`src/rtl/barrel_shift.sv`:
```
// 32-bit, five-stage pipelined barrel shifter: logical shift left or rotate left by 0-31.
// Each stage handles one shift-amount bit (16, 8, 4, 2, 1) and carries the remaining bits and rot.
module barrel_shift (
   input  logic [31:0] a,
   input  logic [4:0]  shift,
   input  logic        rot,
   output logic [31:0] out,
   input  logic        clk,
   input  logic        rst_n
);

   localparam int unsigned W = 32;

   // Shift or rotate left by a fixed amount when en is set; zero fill unless rotating.
   function automatic logic [W-1:0] stage_fn(input logic [W-1:0] d, input logic en,
                                             input logic r, input int unsigned amt);
      logic [W-1:0] res;
      res = d << amt;
      if (r) res = res | (d >> (W - amt));
      return en ? res : d;
   endfunction

   logic [W-1:0] d1_q, d1_d, d2_q, d2_d, d3_q, d3_d, d4_q, d4_d, d5_q, d5_d;
   logic [3:0]   sh1_q, sh1_d;
   logic [2:0]   sh2_q, sh2_d;
   logic [1:0]   sh3_q, sh3_d;
   logic         sh4_q, sh4_d;
   logic         rot1_q, rot1_d, rot2_q, rot2_d, rot3_q, rot3_d, rot4_q, rot4_d;

   always_comb begin
      d1_d   = stage_fn(a,    shift[4], rot,    16);
      sh1_d  = shift[3:0];
      rot1_d = rot;

      d2_d   = stage_fn(d1_q, sh1_q[3], rot1_q, 8);
      sh2_d  = sh1_q[2:0];
      rot2_d = rot1_q;

      d3_d   = stage_fn(d2_q, sh2_q[2], rot2_q, 4);
      sh3_d  = sh2_q[1:0];
      rot3_d = rot2_q;

      d4_d   = stage_fn(d3_q, sh3_q[1], rot3_q, 2);
      sh4_d  = sh3_q[0];
      rot4_d = rot3_q;

      // Last stage consumes the final amount bit, so only data remains to register.
      d5_d   = stage_fn(d4_q, sh4_q,    rot4_q, 1);
   end

   always_ff @(posedge clk or negedge rst_n) begin
      if (!rst_n) begin
         d1_q   <= '0;
         d2_q   <= '0;
         d3_q   <= '0;
         d4_q   <= '0;
         d5_q   <= '0;
         sh1_q  <= '0;
         sh2_q  <= '0;
         sh3_q  <= '0;
         sh4_q  <= 1'b0;
         rot1_q <= 1'b0;
         rot2_q <= 1'b0;
         rot3_q <= 1'b0;
         rot4_q <= 1'b0;
      end else begin
         d1_q   <= d1_d;
         d2_q   <= d2_d;
         d3_q   <= d3_d;
         d4_q   <= d4_d;
         d5_q   <= d5_d;
         sh1_q  <= sh1_d;
         sh2_q  <= sh2_d;
         sh3_q  <= sh3_d;
         sh4_q  <= sh4_d;
         rot1_q <= rot1_d;
         rot2_q <= rot2_d;
         rot3_q <= rot3_d;
         rot4_q <= rot4_d;
      end
   end

   assign out = d5_q;

endmodule

```
`config.mk`:
```
export PLATFORM = sky130hd
export DESIGN_NAME = barrel_shift
export DESIGN_NICKNAME = d
export VERILOG_FILES = /design/src/rtl/barrel_shift.sv
export SDC_FILE = /design/constraint.sdc
export NUM_CORES = 1
export LEC_CHECK = 0
export CORE_ASPECT_RATIO = 1.25
export CORE_UTILIZATION = 56
export CTS_CLUSTER_DIAMETER = 60
export DETAILED_ROUTE_END_ITERATION = 10
export PLACE_DENSITY = 0.79
export SYNTH_ARGS = -nofsm -noshare
export SYNTH_HDL_FRONTEND = slang
export SYNTH_SLANG_ARGS = --single-unit
```
`constraint.sdc`:
```
create_clock -name clk -period 1.5 [get_ports clk]
set_clock_uncertainty 0.15 [all_clocks]
set_input_delay 0.225 -clock clk [delete_from_list [all_inputs] [get_ports clk]]
set_output_delay 0.225 -clock clk [all_outputs]
set_load 0.01 [all_outputs]
```
---- Yosys cells after proc, flatten, opt, wreduce, memory -nomap -nowiden ----
Index checks and enable logic that the tools add are counted.
operators by class
  bitwise logic cells ..................... 5
  multiplexer cells ....................... 10
operator list
  kind                                            count
  32-bit 2-to-1 mux                               10
  32-bit by 1-bit bitwise OR with 32-bit output   1
  32-bit by 16-bit bitwise OR with 32-bit output  1
  32-bit by 2-bit bitwise OR with 32-bit output   1
  32-bit by 4-bit bitwise OR with 32-bit output   1
  32-bit by 8-bit bitwise OR with 32-bit output   1
storage, ports and cells
  word-level logic and storage cells ...... 28
  input port bits ......................... 40
  flip-flop bits (word level) ............. 174
  output and inout port bits .............. 32

---- Depth between registers and ports, before layout ----
Gate-level depths: netlist of the first run.
  depth in word-level cells ............... 3
  depth in mapped cells ................... 4
  mapped depth without buffers ............ 2

---- Worst setup path after synthesis of the first run ----
OpenSTA, ideal clock, no wires.
  path type ............................... flip-flop to flip-flop
  from .................................... register sh2_q[2]
  to ...................................... register d3_q[10]
  stages on the path, launching flop included .. 4
  arrival time ............................ 0.917 ns
  library setup time ...................... 0.125 ns
  period minus slack after synthesis ...... 1.192 ns
  buffers on the path ..................... 2
  required time ........................... 1.225 ns
  slack ................................... 0.308 ns
  cells stage by stage .................... dfrtp_1 buf_6 buf_12 mux2_4
on the way
  longest elaborated chain between the ends .. 1
ends and longest elaborated chain
  item                    line  text
  from (decl)             25    logic [2:0] sh2_q, sh2_d;
  from (signal assigned)  59    sh2_q <= '0;
  from (signal assigned)  73    sh2_q <= sh2_d;
  32-bit 2-to-1 mux       20    return en ? res : d;
  named net d3_d[10]      23    logic [W-1:0] d1_q, d1_d, d2_q, d2_d, d3_q, d3_d, d4_q, d4_d, d5_q, d5_d;
  to (signal assigned)    55    d3_q <= '0;
  to (signal assigned)    69    d3_q <= d3_d;
  to (decl)               23
The timed path passes the listed nets, and every way through them passes these cells.

---- Final worst setup path of the first run ----
  from .................................... register d5_q[11], in the netlist out[11]
  to ...................................... output port out[11]
RTL lines
  item                    line  text
  from (decl)             23
  from (signal assigned)  57    d5_q <= '0;
  from (signal assigned)  71    d5_q <= d5_d;
  to (decl)               7     output logic [31:0] out,
No word-level cell between the ends.

==> run_results.csv, run 1 <==
group,metric,value,unit
drt,wl_per_cell,13.8,um
drt,drtIter0Drc,72,
global_routing,first_global_vias,3414,
sta,tightest_slew,344,ps
drt,vias,3289,
global_routing,grt_max_degree,44,
power,power_density,1350,nW/um2
drt,routed_wl,9320,um
outcome,run_status,"finished, final reports clean",
logic_synthesis,yosysUniqueCellTypes,13,
sta,whs,98.8,ps
global_routing,grt_pass1_wl,15800,um
sta,fin_setup_tns,0,ps
power,peakVddDrop,830,uV
setup_path,critical_path_depth,1,
power,p_leak,3.92,nW
setup_path,crit_family,"flip-flops",
clock_tree,clockBufferDepth,2,
logic_synthesis,synth-seq-area-share,64.6,%
logic_synthesis,ys_ff_latch,174,
logic_synthesis,synth.avg_cell_area,16.1,um2
clock_tree,htreeDepth,4,
global_routing,grt_overflow,0,
sta,max-slew-margin-rel,77.0,%
setup_path,critPathKind,"reg2out",
sta,drv_slew,0,
setup_path,slowest_delay,360,ps
clock_tree,insertion_delay,410,ps
drt,vias_per_cell,4.89,
setup_path,slowest_stage,"dfrtp_1",
setup_path,critPathMaxFanout,1,
drt,firstDrtPassIters,4,
power,finalPower,11.1,mW
sta,period_needed,1430,ps
sta,max_freq,0.702,GHz
setup_path,r2r_cells,2,
floorplan,rows,44,
floorplan,core-area,11700,um2
floorplan,die-area,12500,um2
clock_tree,cts_sinks,174,
setup_path,worstPathArrival,1050,ps
placement,gp_congestion,0.808,
setup_path,worstSetupStartpoint,"out[11]$_DFF_PN0_",
sta,finalCritPeriodShare,95.0,%
job,maxCapViolations,0,
clock_tree,cts_made_buffers,17,
sta,finalSetupViolations,0,
floorplan,pin_count,72,
setup_path,endpoint,"out[11]",
floorplan,die_h,125,um
clock_tree,postCtsSetupBuffers,0,
layout,area_growth,21.7,%
layout,drive_gt1_share,34.0,%
setup_path,rr_startpoint,"sh2_q[2]$_DFF_PN0_",
placement,dp_hpwl,6580,um
layout,post-route-util,70.3,%
placement,port_buffers,71,
logic_synthesis,synth.cell_area,6740,um2
layout,nets,539,
sta,final-hold-violation-count,0,
sta,rsz0062_at_grt,"false",
floorplan,start_util,57.8,%
setup_path,cp_num_buf_inv,1,
setup_path,timing.rr.end,"d3_q[21]$_DFF_PN0_",
drt,ant_nets,0,
clock_tree,path_clk_slew,60,ps
hold_path,min_path_type,"in2reg",
clock_tree,cts_tree,"built",
setup_path,required,1120,ps
layout,antennaDiodeCount,0,
floorplan,die_x,100,um
drt,drc_errors,0,
setup_path,regToRegSetupSlack,230,ps
global_routing,grt_usage,16.8,%
clock_tree,cts_root_buf,"clkbuf_16",
setup_path,worstSetupEndpointType,"output port",
global_routing,antenna_found_initial,0,
logic_synthesis,syn_nets,460,
setup_path,crit_chain,"dlygate4sd2_1",
logic_synthesis,synthCells,420,
setup_path,critPathLaunchType,"register",
logic_synthesis,yosys_warnings,0,
==> kinds of logic (layout without fill, tap and decap cells) <==
logic type | Yosys count | in the layout | share of synthesized area [%]
AO/OA/AOI/OAI | 31 | 31 | 2.30
buffers and inverters | 55 | 147 | 5.05
flip-flops | 174 | 174 | 64.6
multiplexers | 129 | 129 | 25.8
AND/OR/NAND/NOR | 31 | 31 | 2.30
==> sequential cells by signal (all words and copies together) (netlist names), 2 cells and up <==
name / cells
sh3_q: 2
d4_q: 32
out: 32
sh1_q: 4
d3_q: 32
d2_q: 32
sh2_q: 3
d1_q: 32
==> worst min-delay path by stage <==
| stage | slack, ps | end | from | depth (start not counted) |
|---|---|---|---|---|
| floorplan | -220 | d1_q[0]$_DFF_PN0_ | rst_n | 0 |
| global placement | -20 | out[12]$_DFF_PN0_ | rst_n | 1 |
| detailed placement | -7 | out[14]$_DFF_PN0_ | rst_n | 1 |
| CTS | 80 | sh1_q[1]$_DFF_PN0_ | shift[1] | 1 |
| global route | 80 | sh1_q[1]$_DFF_PN0_ | shift[1] | 1 |
| finish | 100 | sh1_q[1]$_DFF_PN0_ | shift[1] | 1 |
==> per-layer routing <==
layer	GRT usage [%]	up-vias	wire length, um
met5	0	-	0
li1	-	1579	-
met2	31.3	86	5350
met3	5.05	14	380
met4	6.99	0	168
met1	17.1	1610	3420
==> what timing repair did <==
item / in CTS / in global routing
endpoints found under the setup margin: 32 / 0
resized for setup: 32 / 0
endpoints found under the hold margin: 174 / 0
hold buffers: 1 / 0
==> cells in the mapped netlist <==
master / number / area share, %
dfrtp_1: 174 / 65
mux2_4: 76 / 17
mux2_2: 53 / 8.9
inv_1: 31 / 1.7
nand3_1: 31 / 2.3
o21ai_0: 30 / 2.2
buf_6: 10 / 1.7
buf_4: 5 / 0.56
buf_2: 4 / 0.30
buf_12: 2 / 0.59
clkbuf_2: 2 / 0.15
clkbuf_1: 1 / 0.056
o21ai_1: 1 / 0.074
==> layout make-up <==
type	count	area (um2)
fillers	802	3460
clock inverters	12	138
multi-input cells	191	2050
flip-flops and latches	174	4350
inverters	31	116
well taps	161	201
clock buffers	20	467
repair buffers	84	885
==> layout by cell type, fill, tap and decap left out, drive strengths merged <==
| master | Yosys | layout |
|---|---|---|
| mux2 | 129 | 129 |
| clkdlybuf4s50 | 0 | 38 |
| clkbuf | 3 | 20 |
| dfrtp | 174 | 174 |
| dlygate4sd2 | 0 | 32 |
| nand3 | 31 | 31 |
| o21ai | 31 | 31 |
| buf | 21 | 13 |
| clkinvlp | 0 | 5 |
| bufinv | 0 | 2 |
| inv | 31 | 31 |
| clkinv | 0 | 5 |
| dlygate4sd3 | 0 | 1 |
==> stage by stage <==
| stage | setup WS (ps) | area, um2 | std cells |
|---|---|---|---|
| after floorplan | 308 | 6740 | 420 |
| after global placement | -54.3 | 7630 | 640 |
| after detailed placement | -87.3 | 7630 | 640 |
| after CTS | 44.4 | 8210 | 673 |
| after global routing | 20.9 | 8210 | 673 |
| final | 74.6 | 8210 | 673 |
==> power breakdown <==
| group | switching, mW | internal [mW] |
|---|---|---|
| clock | 1.72 | 2.59 |
| combinational | 0.490 | 0.839 |
| sequential | 0.255 | 5.22 |
| total | 2.46 | 8.64 |
Power figures use the tool's default switching activity.
==> inputs of run 2 (changes only) <==
--- a/config.mk
+++ b/config.mk
@@ -5,6 +5,7 @@
 export SDC_FILE = /design/constraint.sdc
 export NUM_CORES = 1
 export LEC_CHECK = 0
+export ABC_AREA = 1
 export CORE_ASPECT_RATIO = 1.25
 export CORE_UTILIZATION = 56
 export CTS_CLUSTER_DIAMETER = 60
==> run_results.csv, run 2 <==
group,metric,value,unit
outcome,run_status,"finished, final reports clean",
placement,placedCellCount,881,
logic_synthesis,synth.area.mux_share,0,%
floorplan,pin_count,72,
sta,rsz0062_at_grt,"false",
setup_path,required,1120,ps
drt,ant_nets,0,
power,finalPower,11.1,mW
layout,final_cell_mix,"nand2_1 (439), dfrtp_1 (174), clkdlybuf4s50_1 (38)",
drt,firstDrtPassIters,4,
power,intPower,8.62,mW
power,seqPwrFrac,48.1,%
logic_synthesis,synthCells,697,
drt,wl_per_cell,11.3,um
logic_synthesis,ys_ff_latch,174,
setup_path,worstPathArrival,1050,ps
clock_tree,htreeDepth,4,
clock_tree,cts_made_buffers,17,
drt,drtIter0Drc,171,
global_routing,first_global_vias,4256,
power,p_clk_share,43.0,%
layout,design_area,7910,um2
sta,max-slew-margin-rel,70.0,%
sta,finalSetupViolations,0,
floorplan,start_util,57.4,%
logic_synthesis,synth.cell_area,6640,um2
placement,dp_hpwl,7190,um
layout,area_growth,19.2,%
power,p_leak,4.34,nW
drt,vias_per_cell,4.82,
clock_tree,cts_tree,"built",
setup_path,critPathMaxFanout,1,
logic_synthesis,synth_area_leader_cell,"dfrtp_1",
sta,fin_setup_tns,0,ps
logic_synthesis,synth_edf_count,0,
setup_path,slowest_delay,360,ps
logic_synthesis,synth-compound-area-share,0,%
layout,post-route-util,68.4,%
layout,register_area,4350,um2
power,sw_frac_of_total,22.6,%
floorplan,core-area,11600,um2
logic_synthesis,yosys.area_share.xor_xnor,0,%
sta,fin_ws,75.4,ps
clock_tree,cts_root_buf,"clkbuf_16",
layout,final_common_cell,"nand2_1",
logic_synthesis,yosysTopAreaCellShare,65.6,%
layout,stdcell_count,914,
clock_tree,postCtsSetupBuffers,0,
floorplan,rows,44,
setup_path,crit_family,"flip-flops",
clock_tree,insertion_delay,420,ps
clock_tree,clockBufferDepth,2,
logic_synthesis,synth-simple-area-share,28.1,%
floorplan,die_x,99.4,um
job,maxCapViolations,0,
placement,gp_congestion,0.968,
placement,pre_cts_slack,74.2,ps
floorplan,die-area,12300,um2
global_routing,grt_usage,19.1,%
power,power_density,1410,nW/um2
sta,drv_slew,0,
global_routing,grt_overflow,0,
clock_tree,cts_sinks,174,
power,power.switching,2.51,mW
logic_synthesis,ys_async_sr_fraction,100,%
setup_path,critPathKind,"reg2out",
logic_synthesis,yosys.cell_count.top_type,"nand2_1",
sta,tightest_slew,450,ps
hold_path,min_path_type,"in2reg",
power,peakVddDrop,905,uV
logic_synthesis,synth-seq-area-share,65.6,%
sta,max_freq,0.702,GHz
logic_synthesis,synthTopCellsByArea,"dfrtp_1 (66%), nand2_1 (25%), buf_6 (3.6%), nand3_1 (2.3%), buf_4 (1.6%)",
setup_path,worstSetupEndpointType,"output port",
drt,routed_wl,10300,um
global_routing,grt_max_degree,49,
global_routing,antenna_found_initial,0,
sta,period_needed,1420,ps
floorplan,die_h,124,um
layout,fillCellCount,866,
logic_synthesis,synth_top_family_by_area,"simple AND/OR/NAND/NOR gates",
logic_synthesis,yosys_warnings,0,
layout,multi_input_area,1870,um2
clock_tree,path_clk_slew,60,ps
logic_synthesis,netlist_top_cells_count,"nand2_1 (439), dfrtp_1 (174), nand3_1 (31), buf_6 (21), buf_4 (14)",
setup_path,crit_chain,"dlygate4sd2_1",
sta,finalCritPeriodShare,95.0,%
setup_path,slowest_stage,"dfrtp_1",
placement,place_area,7270,um2
power,combPwrFrac,8.8,%
layout,nets,803,
layout,drive_gt1_share,7.73,%
global_routing,grt_pass1_wl,17900,um
drt,drc_errors,0,
placement,port_buffers,71,
sta,final-hold-violation-count,0,
logic_synthesis,yosysUniqueCellTypes,11,
layout,antennaDiodeCount,0,
logic_synthesis,synth_fa_ha_area_share,0,%
logic_synthesis,synth.avg_cell_area,9.52,um2
setup_path,cp_num_buf_inv,1,
setup_path,critPathLaunchType,"register",
sta,whs,98.3,ps
logic_synthesis,synth_flop_cell,"dfrtp_1",
logic_synthesis,syn_nets,737,
drt,vias,4407,
-- run 2: changes by cell type in the layout (fill, tap and decap cells not counted), moves of 3 or more --
cell	change
mux2_2	-53
buf_12	-6
buf_4	+7
bufinv_16	+3
o21ai_0	-30
clkinvlp_4	-5
inv_6	+3
inv_4	+4
nand2_1	+439
inv_1	-31
nand2_2	+10
mux2_4	-76
-- run 2: area by class of cell --
type / instances / share of cell area (%)
sequential: 174 / 55.1
clock buffer: 20 / 5.78
timing repair buffer: 85 / 10.3
inverter: 5 / 0.427
multi-input combinational: 480 / 23.6
tap: 138 / 2.18
clock inverter: 12 / 2.63
-- run 2: what timing repair did --
item	CTS	global route
hold buffers	1	0
endpoints found under the setup margin	32	0
resized for setup	32	0
hold endpoints to repair	155	0
-- run 2: kinds of logic (layout without fill, tap and decap cells) --
kind of cell | Yosys count | count (layout)
buf+inv | 43 | 122
flops | 174 | 174
simple gates | 480 | 480
-- run 2: final timing paths --
path | start | slack (ps) | depth (start not counted) | end
max | out[17]$_DFF_PN0_ | 80 | 1 | out[17]
max in group asynchronous | rst_n | 450 | 3 | d4_q[25]$_DFF_PN0_
min reg2reg | sh1_q[0]$_DFF_PN0_ | 200 | 0 | sh2_q[0]$_DFF_PN0_
min in group asynchronous | rst_n | 170 | 2 | d4_q[2]$_DFF_PN0_
max reg2reg | sh4_q$_DFF_PN0_ | 180 | 3 | out[6]$_DFF_PN0_
min | shift[0] | 100 | 1 | sh1_q[0]$_DFF_PN0_
-- run 2: power groups by stage --
stage	logic (mW)	registers [mW]	clock network, mW
6_report	0.980	5.36	4.79
5_1_grt	1.12	5.41	5.10
4_1_cts	0.991	5.36	4.88
3_5_place_dp	1.05	5.44	0
3_3_place_gp	1.02	5.43	0
2_1_floorplan	0.561	5.44	0
-- run 2: routing by layer --
metal  up-vias  part of all wire, %  global-route usage, %  wire (um)
li1       2237                    -                      -          -
met1      2029                   38                   18.0       3900
met2       120                   57                   36.7       5870
met3        21                  3.5                   5.61        365
met4         0                  2.1                   10.3        215
met5         -                    0                      0          0
==> inputs of run 3 (changes only) <==
--- a/config.mk
+++ b/config.mk
@@ -7,6 +7,7 @@
 export LEC_CHECK = 0
 export ABC_AREA = 1
 export CORE_ASPECT_RATIO = 1.25
+export CORE_MARGIN = 2
 export CORE_UTILIZATION = 56
 export CTS_CLUSTER_DIAMETER = 60
 export DETAILED_ROUTE_END_ITERATION = 10
==> run_results.csv, run 3 (synthesis gave the netlist of run 2 again) <==
group,metric,value,unit
clock_tree,cts_tree,"built",
sta,fin_setup_tns,0,ps
clock_tree,postCtsSetupBuffers,0,
global_routing,use_met3,5.49,%
drt,vias_per_cell,4.71,
drt,routed_wl,10400,um
global_routing,busiest_layer,"met2",
sta,finalSetupViolations,0,
clock_tree,clockBufferDepth,2,
setup_path,worstSetupEndpointType,"output port",
placement,port_buffers,71,
clock_tree,cts_root_buf,"clkbuf_16",
drt,firstDrtPassIters,6,
setup_path,slowest_delay,360,ps
setup_path,critPathMaxFanout,1,
clock_tree,htreeDepth,4,
global_routing,grt_util_met2,33.1,%
sta,rsz0062_at_grt,"false",
sta,max-slew-margin-rel,67.1,%
global_routing,grt_overflow,0,
clock_tree,cts_made_buffers,17,
floorplan,start_util,57.1,%
placement,dp_hpwl,7300,um
drt,ant_nets,0,
setup_path,worstPathArrival,1050,ps
global_routing,grt_pass1_wl,18200,um
job,maxCapViolations,0,
clock_tree,path_clk_slew,60,ps
setup_path,crit_chain,"dlygate4sd2_1",
setup_path,slowest_stage,"dfrtp_1",
setup_path,cp_num_buf_inv,1,
floorplan,die_h,126,um
power,power_density,1360,nW/um2
outcome,run_status,"finished, final reports clean",
setup_path,crit_family,"flip-flops",
sta,final-hold-violation-count,0,
hold_path,min_path_type,"in2reg",
setup_path,critPathKind,"reg2out",
floorplan,pin_count,72,
clock_tree,cts_sinks,174,
layout,final_cell_mix,"nand2_1 (439), dfrtp_1 (174), clkdlybuf4s50_1 (38)",
floorplan,core-area,11600,um2
power,peakVddDrop,704,uV
layout,area_growth,19.5,%
global_routing,first_global_vias,4263,
floorplan,die-area,12700,um2
global_routing,grt_usage,18.4,%
global_routing,grtUsageMet1,18.7,%
sta,period_needed,1430,ps
placement,gp_congestion,0.903,
floorplan,rows,44,
drt,vias,4415,
placement,pre_cts_slack,85.2,ps
drt,wl_per_cell,11.1,um
sta,fin_ws,70.0,ps
sta,max_freq,0.699,GHz
floorplan,die_x,101,um
layout,drive_gt1_share,7.85,%
layout,nets,805,
drt,drc_errors,0,
sta,finalCritPeriodShare,95.3,%
layout,antennaDiodeCount,0,
power,p_leak,4.33,nW
clock_tree,insertion_delay,420,ps
sta,tightest_slew,494,ps
setup_path,critPathLaunchType,"register",
setup_path,required,1120,ps
global_routing,antenna_found_initial,0,
global_routing,grt_max_degree,37,
layout,final_common_cell,"nand2_1",
sta,drv_slew,0,
drt,drtIter0Drc,148,
-- run 3: cell count changes in the layout (fill, tap and decap cells not counted) --
| cell | before | now |
|---|---|---|
| buf_12 | 3 | 5 |
| bufinv_16 | 5 | 3 |
| clkinvlp_4 | 0 | 4 |
| inv_6 | 3 | 1 |
| clkbuf_8 | 2 | 4 |
| clkinv_4 | 4 | 1 |
-- run 3: stage by stage --
step	hold WS (ps)	power, mW	instances	util [%]	area, um2
global route	71.4	11.3	938	68.3	7930
floorplan	-221	6.00	697	-	6640
CTS	76.4	10.9	938	68.3	7930
detailed placement	-40.2	6.51	906	63.2	7340
global placement	-39.8	6.46	906	63.2	7340
finish	92.1	10.8	938	68.3	7930
-- run 3: path summary, 6_finish.rpt --
path                                     from            endpoint  slack, ps  cells after the start
max                         out[16]$_DFF_PN0_             out[16]         70                      1
min                                  shift[2]  sh1_q[2]$_DFF_PN0_         90                      1
max reg2reg                sh3_q[1]$_DFF_PN0_   d4_q[7]$_DFF_PN0_        160                      3
min reg2reg                sh2_q[0]$_DFF_PN0_  sh3_q[0]$_DFF_PN0_        190                      0
max in group asynchronous               rst_n   d2_q[1]$_DFF_PN0_        590                      3
min in group asynchronous               rst_n  d2_q[13]$_DFF_PN0_        100                      2
-- run 3: final cells by class --
type                       instances  area, um2
sequential                       174       4350
fill                             887       3690
multi-input combinational        480       1870
timing repair buffer              87        857
clock buffer                      22        484
tap                              161        201
clock inverter                     9        134
inverter                           5       33.8
-- run 3: report_power, final --
part | internal (mW) | total [mW] | switching (mW)
clock network | 2.79 | 4.46 | 1.68
registers | 5.14 | 5.37 | 0.229
logic | 0.426 | 0.985 | 0.558
-- run 3: what timing repair did --
item,in CTS,in global routing
resized for setup,32,0
endpoints found under the hold margin,174,0
endpoints found under the setup margin,32,0
hold buffers,1,0
-- run 3: metal layers --
metal	vias up	part of all wire, %
met3	33	4.4
met2	136	55
met5	-	0
li1	2237	-
met1	2009	37
met4	0	3.7
